**config.mk**
```make
export PLATFORM = sky130hd
export DESIGN_NAME = idex_hazard
export DESIGN_NICKNAME = d
export VERILOG_FILES = /design/src/rtl/idex_hazard.sv
export SDC_FILE = /design/constraint.sdc
export NUM_CORES = 1
export LEC_CHECK = 0
export BUFFER_PORTS_ARGS = -buffer_cell sky130_fd_sc_hd__buf_2
export CORE_MARGIN = 2
export CORE_UTILIZATION = 30
export DETAILED_ROUTE_END_ITERATION = 16
export HOLD_SLACK_MARGIN = 0.15
export PLACE_DENSITY_LB_ADDON = 0.1
export SLEW_MARGIN = 20
export SYNTH_ARGS = -nofsm -noshare
export SYNTH_HDL_FRONTEND = slang
export SYNTH_SLANG_ARGS = --single-unit
export TNS_END_PERCENT = 1
```
**constraint.sdc**
```tcl
create_clock -name clk -period 2.3 [get_ports clk]
set_input_delay 0.23 -clock clk [delete_from_list [all_inputs] [get_ports clk]]
set_output_delay 0.23 -clock clk [all_outputs]
set_load 0.1 [all_outputs]
```
**src/rtl/idex_hazard.sv**
```systemverilog
// idex_hazard: ID/EX pipeline register with load-use hazard detection and flush bubbles.
// Latency: one cycle from ifid* to idex*; stall is combinational from the idex state and ifid inputs.
// Backpressure: stall holds PC and IF/ID for one cycle while a bubble enters EX; flush overrides stall.
//
// Ports:
//   clk, rst_n       - rising-edge clock, asynchronous active-low reset
//   ifid*            - decoded instruction from ID (register addresses, control bits, operands, imm, PC)
//   flush            - taken branch/jump resolved in EX; squash the instruction in ID
//   idex*            - registered ID/EX contents for the forwarding unit and ALU muxes
//   stall            - load-use stall request for this cycle
//   stallCnt         - saturating count of stall cycles (only when PERF_CNT_EN is defined)
//
// Build option: define PERF_CNT_EN to add the stallCnt port and its counter.

`ifndef RF_ADDR_WIDTH
`define RF_ADDR_WIDTH 5
`endif

module idex_hazard (
  input  logic                      clk,
  input  logic                      rst_n,
  input  logic [`RF_ADDR_WIDTH-1:0] ifidRs1,
  input  logic [`RF_ADDR_WIDTH-1:0] ifidRs2,
  input  logic [`RF_ADDR_WIDTH-1:0] ifidRd,
  input  logic                      ifidValid,
  input  logic                      ifidRegWrite,
  input  logic                      ifidMemRead,
  input  logic                      ifidMemWrite,
  input  logic                      ifidMemToReg,
  input  logic                      ifidAluSrc,
  input  logic [3:0]                ifidAluOp,
  input  logic [31:0]               ifidRdata1,
  input  logic [31:0]               ifidRdata2,
  input  logic [31:0]               ifidImm,
  input  logic [31:0]               ifidPc,
  input  logic                      flush,
  output logic [`RF_ADDR_WIDTH-1:0] idexRs1,
  output logic [`RF_ADDR_WIDTH-1:0] idexRs2,
  output logic [`RF_ADDR_WIDTH-1:0] idexRd,
  output logic                      idexValid,
  output logic                      idexRegWrite,
  output logic                      idexMemRead,
  output logic                      idexMemWrite,
  output logic                      idexMemToReg,
  output logic                      idexAluSrc,
  output logic [3:0]                idexAluOp,
  output logic [31:0]               idexRdata1,
  output logic [31:0]               idexRdata2,
  output logic [31:0]               idexImm,
  output logic [31:0]               idexPc,
`ifdef PERF_CNT_EN
  output logic [31:0]               stallCnt,
`endif
  output logic                      stall
);

  localparam int AW = `RF_ADDR_WIDTH;

  logic [AW-1:0] rs1_q, rs1_d, rs2_q, rs2_d, rd_q, rd_d;
  logic          valid_q, valid_d, regwrite_q, regwrite_d, memread_q, memread_d;
  logic          memwrite_q, memwrite_d, memtoreg_q, memtoreg_d, alusrc_q, alusrc_d;
  logic [3:0]    aluop_q, aluop_d;
  logic [31:0]   rdata1_q, rdata1_d, rdata2_q, rdata2_d, imm_q, imm_d, pc_q, pc_d;

  logic store_data_only;
  logic hazard;
  logic bubble;

  // A store whose only dependence on the load is its write data is served by
  // the MEM-stage write-data forward, so it can proceed without a stall.
  assign store_data_only = ifidMemWrite && (rd_q == ifidRs2) && (rd_q != ifidRs1);

  assign hazard = valid_q && memread_q && (rd_q != '0) && ifidValid &&
                  ((rd_q == ifidRs1) || ((rd_q == ifidRs2) && !store_data_only));

  assign stall  = hazard && !flush;
  assign bubble = flush || stall;

  always_comb begin
    rs1_d      = rs1_q;
    rs2_d      = rs2_q;
    rd_d       = rd_q;
    valid_d    = valid_q;
    regwrite_d = regwrite_q;
    memread_d  = memread_q;
    memwrite_d = memwrite_q;
    memtoreg_d = memtoreg_q;
    alusrc_d   = alusrc_q;
    aluop_d    = aluop_q;
    rdata1_d   = rdata1_q;
    rdata2_d   = rdata2_q;
    imm_d      = imm_q;
    pc_d       = pc_q;
    if (bubble) begin
      // Bubble: kill every side effect and zero the source addresses so the
      // forwarding unit cannot match on a dead slot; datapath fields hold.
      valid_d    = 1'b0;
      regwrite_d = 1'b0;
      memread_d  = 1'b0;
      memwrite_d = 1'b0;
      memtoreg_d = 1'b0;
      rs1_d      = '0;
      rs2_d      = '0;
    end else begin
      rs1_d      = ifidRs1;
      rs2_d      = ifidRs2;
      rd_d       = ifidRd;
      // An invalid ID slot enters EX with its side-effect bits cleared.
      valid_d    = ifidValid;
      regwrite_d = ifidValid && ifidRegWrite;
      memread_d  = ifidValid && ifidMemRead;
      memwrite_d = ifidValid && ifidMemWrite;
      memtoreg_d = ifidValid && ifidMemToReg;
      alusrc_d   = ifidAluSrc;
      aluop_d    = ifidAluOp;
      rdata1_d   = ifidRdata1;
      rdata2_d   = ifidRdata2;
      imm_d      = ifidImm;
      pc_d       = ifidPc;
    end
  end

  always_ff @(posedge clk or negedge rst_n) begin
    if (!rst_n) begin
      rs1_q      <= '0;
      rs2_q      <= '0;
      rd_q       <= '0;
      valid_q    <= 1'b0;
      regwrite_q <= 1'b0;
      memread_q  <= 1'b0;
      memwrite_q <= 1'b0;
      memtoreg_q <= 1'b0;
      alusrc_q   <= 1'b0;
      aluop_q    <= '0;
      rdata1_q   <= '0;
      rdata2_q   <= '0;
      imm_q      <= '0;
      pc_q       <= '0;
    end else begin
      rs1_q      <= rs1_d;
      rs2_q      <= rs2_d;
      rd_q       <= rd_d;
      valid_q    <= valid_d;
      regwrite_q <= regwrite_d;
      memread_q  <= memread_d;
      memwrite_q <= memwrite_d;
      memtoreg_q <= memtoreg_d;
      alusrc_q   <= alusrc_d;
      aluop_q    <= aluop_d;
      rdata1_q   <= rdata1_d;
      rdata2_q   <= rdata2_d;
      imm_q      <= imm_d;
      pc_q       <= pc_d;
    end
  end

  assign idexRs1      = rs1_q;
  assign idexRs2      = rs2_q;
  assign idexRd       = rd_q;
  assign idexValid    = valid_q;
  assign idexRegWrite = regwrite_q;
  assign idexMemRead  = memread_q;
  assign idexMemWrite = memwrite_q;
  assign idexMemToReg = memtoreg_q;
  assign idexAluSrc   = alusrc_q;
  assign idexAluOp    = aluop_q;
  assign idexRdata1   = rdata1_q;
  assign idexRdata2   = rdata2_q;
  assign idexImm      = imm_q;
  assign idexPc       = pc_q;

`ifdef PERF_CNT_EN
  logic [31:0] stall_cnt_q;

  // Saturates so a long run never wraps back to a small, misleading count.
  always_ff @(posedge clk or negedge rst_n) begin
    if (!rst_n) begin
      stall_cnt_q <= '0;
    end else if (stall && (stall_cnt_q != 32'hFFFF_FFFF)) begin
      stall_cnt_q <= stall_cnt_q + 32'd1;
    end
  end

  assign stallCnt = stall_cnt_q;
`endif

endmodule
```
* Word-level counts from Yosys, hierarchy flattened *
Index checks and enable logic that the tools add are counted.

word-level totals
  output and inout bits = 154
  word-level logic and storage cells = 41
  bits in registers = 153
  input port bits = 156

cells by class
  mux-type cells = 7
  reductions and logical operators = 17
  eq/ne operators = 3

operators by type and width
  operator           count
  $logic_and 1x1->1  12
  $eq 5x5->1         2
  $mux 5             2
  $mux 1             5
  $ne 5x5->1         1
  $reduce_bool 5->1  1
  $logic_not 1->1    2
  $logic_or 1x1->1   2

* Logic depth before layout (Yosys ltp) *
Gate-level depths: netlist (run 1).

  word-level depth = 10
  depth in mapped cells = 8
  depth with buffers taken out = 5

* Worst setup path after synthesis (run 1) *
No wires, ideal clock.

  kind = reg2out
  start = reg valid_q (netlist: idexValid)
  end = out stall
  slack = -1148 ps
  buffers on the path = 0
  cell stages (with the launch flop) = 6
  arrival time = 3218 ps
  cell sequence = dfrtp_1 -> nand3_1 -> nor4_1 -> nand2_1 -> a21oi_1 -> nor2b_1

on the way
  longest elaborated chain between the ends = 5

RTL lines
  item                            RTL line  source
  start: declaration              60        logic valid_q, valid_d, regwrite_q, regwrite_d, memread_q, memread_d;
  start signal: assignment        143       valid_q <= valid_d;
  $logic_and 1x1->1 (4 in a row)  73        assign hazard = valid_q && memread_q && (rd_q != '0) && ifidValid &&
  $logic_and 1x1->1               76        assign stall = hazard && !flush;
  end: declaration                54        output logic stall

Every way passes these cells.

* Final worst setup path (run 1) *
  start = in ifidRs2[1]
  end = reg rdata1_q[5] (netlist: idexRdata1[5])

on the way
  longest elaborated chain between the ends = 9

RTL lines
  item                            RTL line  source
  start: declaration              23        input logic [`RF_ADDR_WIDTH-1:0] ifidRs2,
  $eq 5x5->1 *                    71, 74
  $logic_and 1x1->1 (2 in a row)  71        assign store_data_only = ifidMemWrite && (rd_q == ifidRs2) && (rd_q != ifidRs1);
  $logic_not 1->1                 74        ((rd_q == ifidRs1) || ((rd_q == ifidRs2) && !store_data_only));
  $logic_and 1x1->1 *             74
  $logic_or 1x1->1 *              74
  $logic_and 1x1->1 *             73
  $logic_and 1x1->1 *             76
  $logic_or 1x1->1 *              77        assign bubble = flush || stall;
  end signal: assignment          150       rdata1_q <= rdata1_d;
  end: declaration                63        logic [31:0] rdata1_q, rdata1_d, rdata2_q, rdata2_d, imm_q, imm_d, pc_q, pc_d;

Every way passes the cells marked *; elsewhere a longest branch is shown, timed or not.
A chain may end at the register's enable or synchronous reset.

==> results of run 1 <==
how the worst max path moves through the flow:
stage,startpoint,end,slack (ns),cells past startpoint
3_5_place_dp,idexRd[3]$_DFFE_PN0N_,idexRdata2[27]$_DFFE_PN0N_,0.13,7
5_1_grt,idexRd[1]$_DFFE_PN0N_,stall,-0.16,6
2_1_floorplan,idexRd[3]$_DFFE_PN0N_,stall,0.04,5
4_1_cts,idexRd[3]$_DFFE_PN0N_,stall,0.02,6
6_report,ifidRs2[1],idexRdata1[5]$_DFFE_PN0N_,0.02,10
3_3_place_gp,idexRd[1]$_DFFE_PN0N_,idexPc[11]$_DFFE_PN0N_,0.16,7
flip-flops by register name, summed over array words and instances, names as in the netlist:
| register | count |
|---|---|
| idexRegWrite | 1 |
| idexImm | 32 |
| idexMemWrite | 1 |
| idexMemRead | 1 |
| idexMemToReg | 1 |
| idexRs2 | 5 |
| idexAluSrc | 1 |
| idexPc | 32 |
| idexAluOp | 4 |
| idexRdata2 | 32 |
| idexRd | 5 |
| idexRdata1 | 32 |
| idexValid | 1 |
| idexRs1 | 5 |
what timing repair did:
| action | in CTS | in global routing |
|---|---|---|
| pin swaps | 3 | 8 |
| hold endpoints to repair | 207 | 0 |
| endpoints found under the setup margin | 1 | 124 |
| gates resized for setup | 2 | 4 |
| buffers inserted | 2 | 3 |
| hold buffers | 159 | 0 |
power by group:
group | switching, W | internal [W]
Combinational | 0.00234 | 0.000681
Clock | 0.00106 | 0.00199
Sequential | 0.000131 | 0.00295
stage by stage:
step	cells	setup slack (ns)	total power [W]	hold slack (ns)
final	1133	0.0157	0.00916	0.363
after global routing	1133	-0.155	0.00953	0.390
after CTS	1129	0.0155	0.00927	0.371
after detailed placement	937	0.135	0.00593	0.258
after global placement	937	0.156	0.00591	0.253
after floorplan	364	0.0421	0.00531	-0.0656
area by class of cell:
| type | instances | area (um2) | area share |
|---|---|---|---|
| multi-input combinational | 180 | 1860 | 0.181 |
| sequential | 153 | 3850 | 0.376 |
| timing repair buffer | 492 | 3490 | 0.341 |
| clock buffer | 22 | 464 | 0.0454 |
| antenna | 1 | 2.50 | 0.000245 |
| inverter | 15 | 56.3 | 0.00550 |
| tap | 260 | 325 | 0.0318 |
| clock inverter | 10 | 190 | 0.0186 |
critical path, stage by stage:
cell and delay (ns):
dlygate4sd3_1 0.52, buf_2 0.15, xor2_2 0.18, nor4_2 0.28, nand2_1 0.15, buf_4 0.17
o21ai_4 0.19, buf_12 0.18, buf_12 0.17, mux2_1 0.34
per-layer routing:
| layer | track usage | up-vias |
|---|---|---|
| li1 | - | 2251 |
| met1 | 0.180 | 2286 |
| met2 | 0.293 | 215 |
| met3 | 0.0530 | 36 |
| met4 | 0.0818 | 0 |
| met5 | 0 | - |
cell usage in the layout, fill, tap and decap left out, types with 2 or more instances in the layout:
cell | netlist | routed
buf_4 | 7 | 12
clkbuf_8 | 0 | 2
clkbuf_16 | 0 | 17
o2bb2ai_1 | 5 | 5
inv_1 | 15 | 15
dlygate4sd3_1 | 0 | 159
nor4_2 | 0 | 2
dfrtp_1 | 153 | 146
dfrtp_2 | 0 | 3
dfrtp_4 | 0 | 4
mux2_1 | 93 | 93
clkinv_4 | 0 | 3
mux2_2 | 40 | 40
buf_12 | 0 | 13
clkbuf_1 | 0 | 3
bufinv_16 | 0 | 5
buf_2 | 4 | 307
xor2_2 | 0 | 3
nor4bb_1 | 3 | 3
nand2_1 | 4 | 4
xor2_1 | 10 | 7
nor2_1 | 13 | 13
logic make-up (layout without fill, tap and decap cells):
| group | after synthesis | after routing |
|---|---|---|
| AND/OR/NAND/NOR | 29 | 29 |
| XOR/XNOR | 10 | 10 |
| multiplexers | 133 | 133 |
| buffers and inverters | 31 | 539 |
| flip-flops | 153 | 153 |
| AO/OA/AOI/OAI | 8 | 8 |
| other | 0 | 1 |
==> results.json, run 1 <==
{
  "synth_edf_count": 0,
  "num_vias": 4788,
  "clk_pin_slew_ns": 0.06,
  "r2r_start": "idexRd[1]$_DFFE_PN0N_",
  "maxCapViolations": 0,
  "synth-seq-cells": 153,
  "synthDominantCellAreaShare": 0.659,
  "clkSinkCount": 153,
  "wl_met3_um": 1240,
  "synthFlopType": "dfrtp_1",
  "p_leak_nw": 4.94,
  "core.rowCount": 50,
  "fmax_mhz": 438,
  "final_max_slew_viol_count": 0,
  "reg2regPathDepth": 8,
  "hold_viol": 0,
  "post-route-min-period_ns": 2.28,
  "power.density_nw_per_um2": 895,
  "place_congestion": 0.794,
  "initialDrtViolationCount": 131,
  "drt_pass1_iterations": 4,
  "synth_compound_area_frac": 0.0110,
  "synth_area_um2": 5810,
  "drc_errors": 0,
  "synth-xor-area-share": 0.0151,
  "drt-met1-wl_um": 6550,
  "synth_seq_area_share": 0.659,
  "syn-num-nets": 520,
  "setup_viol": 0,
  "die_area_um2": 20500,
  "synth_commonest_cells": "153 x dfrtp_1, 93 x mux2_1, 40 x mux2_2",
  "grtUsageTotal": 0.166,
  "dp_hpwl_um": 11600,
  "synth_most_common_cell": "dfrtp_1",
  "finalWirelength_um": 16700,
  "cts_max_path_buffers": 2,
  "grt_max_degree": 59,
  "grt_first_pass_wirelength_um": 26200,
  "skew_ns": 0.00981,
  "ys_types": 22,
  "wl_met2_um": 8400,
  "yosys-mux-area-fraction": 0.258,
  "portBuffers": 309,
  "critPathArrivalTime_ns": 2.57,
  "r2r_end": "idexRdata1[5]$_DFFE_PN0N_",
  "num_io_pins": 310,
  "cts_buffers": 17,
  "cts_tree": "built",
  "h-tree-depth": 4,
  "ys_async_sr_fraction": 1.00,
  "fin_crit_sh": 0.993,
  "yosys_warnings": 0,
  "top_layer": "met4",
  "grt_pass1_vias": 5261,
  "peakVddDrop_uv": 487,
  "wl_per_cell_um": 14.8,
  "hold_class": "input pin to asynchronous set/reset pin",
  "worstMarginPinSlew_ns": 0.565,
  "clock_latency_ns": 0.42,
  "core_area_um2": 18800,
  "rsz0062_at_grt": "true",
  "max_slew_margin": 0.623,
  "cts_root_buffer": "clkbuf_16",
  "cp-start-kind": "input pin",
  "gr-total-overflow": 0,
  "fin_area_um2": 10200,
  "synthCells": 364,
  "status": "complete, no violations",
  "synth_area_leaders": "dfrtp_1 66%, mux2_1 18%, mux2_2 7.8%, xor2_1 1.5%, buf_6 0.97%",
  "synth_top_family_by_area": "multiplexers",
  "yosys.area.top_type": "dfrtp_1",
  "dieWidth_um": 143,
  "fillers": 1572,
  "synthSimpleGateAreaFrac": 0.0256,
  "nets": 1015,
  "avgViaCountPerCell": 4.23,
  "final_util": 0.543,
  "layout-drive-gt1-share": 0.479,
  "fp.dieH_um": 143,
  "syn_area_per_cell_um2": 16.0,
  "crit_fanout": 21,
  "worstSetupPathType": "input pin to flop",
  "crit_path_end_kind": "flop",
  "start_util": 0.309,
  "setup_tns_ns": 0,
  "syn_to_final_growth_pct": 76.1,
  "synth_adder_area_share": 0,
  "ant_nets": 0,
  "cp.required_ns": 2.59,
  "r2r_slack_ns": 0.02,
  "antenna_found_initial": 1,
  "postPlaceCellArea_um2": 7910
}
Note: power is estimated with default switching activity, not from simulation.
==> inputs of run 2 (changes only) <==
REMOVE_ABC_BUFFERS = 1   (was unset)
==> run 2 against run 1 <==
Compared with the run above: combinational power down 1%; sequential share of layout area grew 0.62 points; register-to-register slack barely moved; cell area decreased by 2.1%; critical path type unchanged; power shrank 1.5%; core utilization fell by 1.1 points; sequential power about the same; setup slack got worse by 0.013 ns; clock power down 3%; highest routed layer unchanged; largest power group unchanged; sequential cell count is the same.
==> results.json, run 2 (synthesis results as in run 1) <==
{
  "status": "complete, no violations",
  "post-route-min-period_ns": 2.30,
  "critPathArrivalTime_ns": 2.59,
  "place_congestion": 0.768,
  "cp-start-kind": "input pin",
  "num_vias": 4748,
  "finalWirelength_um": 15900,
  "fmax_mhz": 435,
  "r2r_slack_ns": 0.02,
  "final_common_cell": "buf_2",
  "core.rowCount": 50,
  "h-tree-depth": 4,
  "grt_first_pass_wirelength_um": 25000,
  "drc_errors": 0,
  "die_area_um2": 20500,
  "num_io_pins": 310,
  "maxCapViolations": 0,
  "initialDrtViolationCount": 92,
  "start_util": 0.309,
  "power.density_nw_per_um2": 900,
  "layout-drive-gt1-share": 0.461,
  "avgViaCountPerCell": 4.23,
  "cts_tree": "built",
  "clock_latency_ns": 0.41,
  "fp.dieH_um": 143,
  "clk_pin_slew_ns": 0.06,
  "worstSetupPathType": "input pin to flop",
  "cts_root_buffer": "clkbuf_16",
  "wl_per_cell_um": 14.2,
  "crit_fanout": 67,
  "skew_ns": 0.00784,
  "syn_to_final_growth_pct": 72.4,
  "setup_viol": 0,
  "cp_top_family": "buffers and inverters",
  "grt_pass1_vias": 5156,
  "hold_viol": 0,
  "final_max_slew_viol_count": 0,
  "clkSinkCount": 153,
  "p_leak_nw": 4.86,
  "critPathBufInv": 4,
  "slowest_delay_ns": 0.53,
  "fin_crit_sh": 0.999,
  "portBuffers": 309,
  "final_cell_mix": "307 x buf_2, 159 x dlygate4sd3_1, 153 x dfrtp_1",
  "nets": 1005,
  "cp.required_ns": 2.60,
  "fillers": 1629,
  "antenna_found_initial": 0,
  "ant_nets": 0,
  "crit_path_end_kind": "flop",
  "rsz0062_at_grt": "true",
  "crit_chain": "dlygate4sd3_1, buf_2, xor2_1, nor4_1, nand2_1, buf_6, o21ai_4, buf_12, mux2_2",
  "p_total_w": 0.00902,
  "hold_ws_ns": 0.367,
  "drt_pass1_iterations": 4,
  "gr-total-overflow": 0,
  "core_area_um2": 18800,
  "grt_max_degree": 68,
  "dp_hpwl_um": 11000,
  "hold_class": "input pin to asynchronous set/reset pin",
  "grtUsageTotal": 0.157,
  "cts_max_path_buffers": 2,
  "crit_slowest_cell": "dlygate4sd3_1",
  "antennaDiodeCount": 0,
  "dieWidth_um": 143,
  "cts_buffers": 17,
  "max_slew_margin": 0.622,
  "peakVddDrop_uv": 475,
  "worstMarginPinSlew_ns": 0.567
}
run 2: changes by cell type in the layout (fill, tap and decap cells not counted), moves of 3 or more:
cell     before  now
buf_12       13    8
buf_4        12    6
dfrtp_1     146  153
dfrtp_2       3    0
dfrtp_4       4    0
xor2_1        7   10
xor2_2        3    0
run 2: final timing paths:
| kind | start | end | depth (start not counted) |
|---|---|---|---|
| min in group clk | idexRdata2[13]$_DFFE_PN0N_ | idexRdata2[13]$_DFFE_PN0N_ | 1 |
| max in group asynchronous | rst_n | idexImm[10]$_DFFE_PN0N_ | 3 |
| worst max register to register | idexRd[3]$_DFFE_PN0N_ | idexPc[31]$_DFFE_PN0N_ | 7 |
| worst max-delay path | ifidRs2[3] | idexPc[31]$_DFFE_PN0N_ | 9 |
| worst min register to register | idexRdata2[13]$_DFFE_PN0N_ | idexRdata2[13]$_DFFE_PN0N_ | 1 |
| worst min-delay path | rst_n | idexImm[30]$_DFFE_PN0N_ | 2 |
run 2: where the power goes:
group          leakage [nW]  internal, W  switching (W)
Combinational          2.74     0.000655        0.00232
Clock                 0.307      0.00188        0.00109
Sequential             1.81      0.00295       0.000126
Total                  4.86      0.00548        0.00354
run 2: per-stage QoR:
| stage | TNS (ns) | cells | instance area, um2 | util | setup slack (ns) |
|---|---|---|---|---|---|
| after floorplan | -534.43 | 348 | 5680 | - | -3.72 |
| after global placement | 0 | 929 | 7760 | 0.412 | 0.147 |
| after detailed placement | 0 | 929 | 7760 | 0.412 | 0.102 |
| after CTS | 0 | 1122 | 10000 | 0.532 | 0.0148 |
| after global routing | -3.55 | 1122 | 10000 | 0.532 | -0.0944 |
| final | 0 | 1122 | 10000 | 0.532 | 0.00270 |
run 2: layer usage:
| metal | wire length (um) | vias up | GRT usage | part of all wire |
|---|---|---|---|---|
| li1 | - | 2228 | - | - |
| met1 | 6070 | 2327 | 0.165 | 0.38 |
| met2 | 8330 | 177 | 0.289 | 0.52 |
| met3 | 1260 | 16 | 0.0573 | 0.079 |
| met4 | 235 | 0 | 0.0500 | 0.015 |
| met5 | 0 | - | 0 | 0 |
run 2: repair_timing:
| action | CTS | global route |
|---|---|---|
| gates resized for setup | 4 | 1 |
| endpoints found under the setup margin | 1 | 105 |
| hold endpoints to repair | 208 | 0 |
| hold buffers | 159 | 0 |
| cloned | 0 | 0 |
| buffers inserted | 2 | 0 |
| pin swaps | 2 | 0 |
run 2: cell type report:
cell class / count / area (um2) / area share
clock buffers: 21 / 460 / 0.0460
clock inverters: 11 / 169 / 0.0169
inverters: 15 / 56.3 / 0.00562
multi-input cells: 180 / 1820 / 0.182
flip-flops and latches: 153 / 3830 / 0.382
well taps: 260 / 325 / 0.0325
repair buffers: 482 / 3360 / 0.335
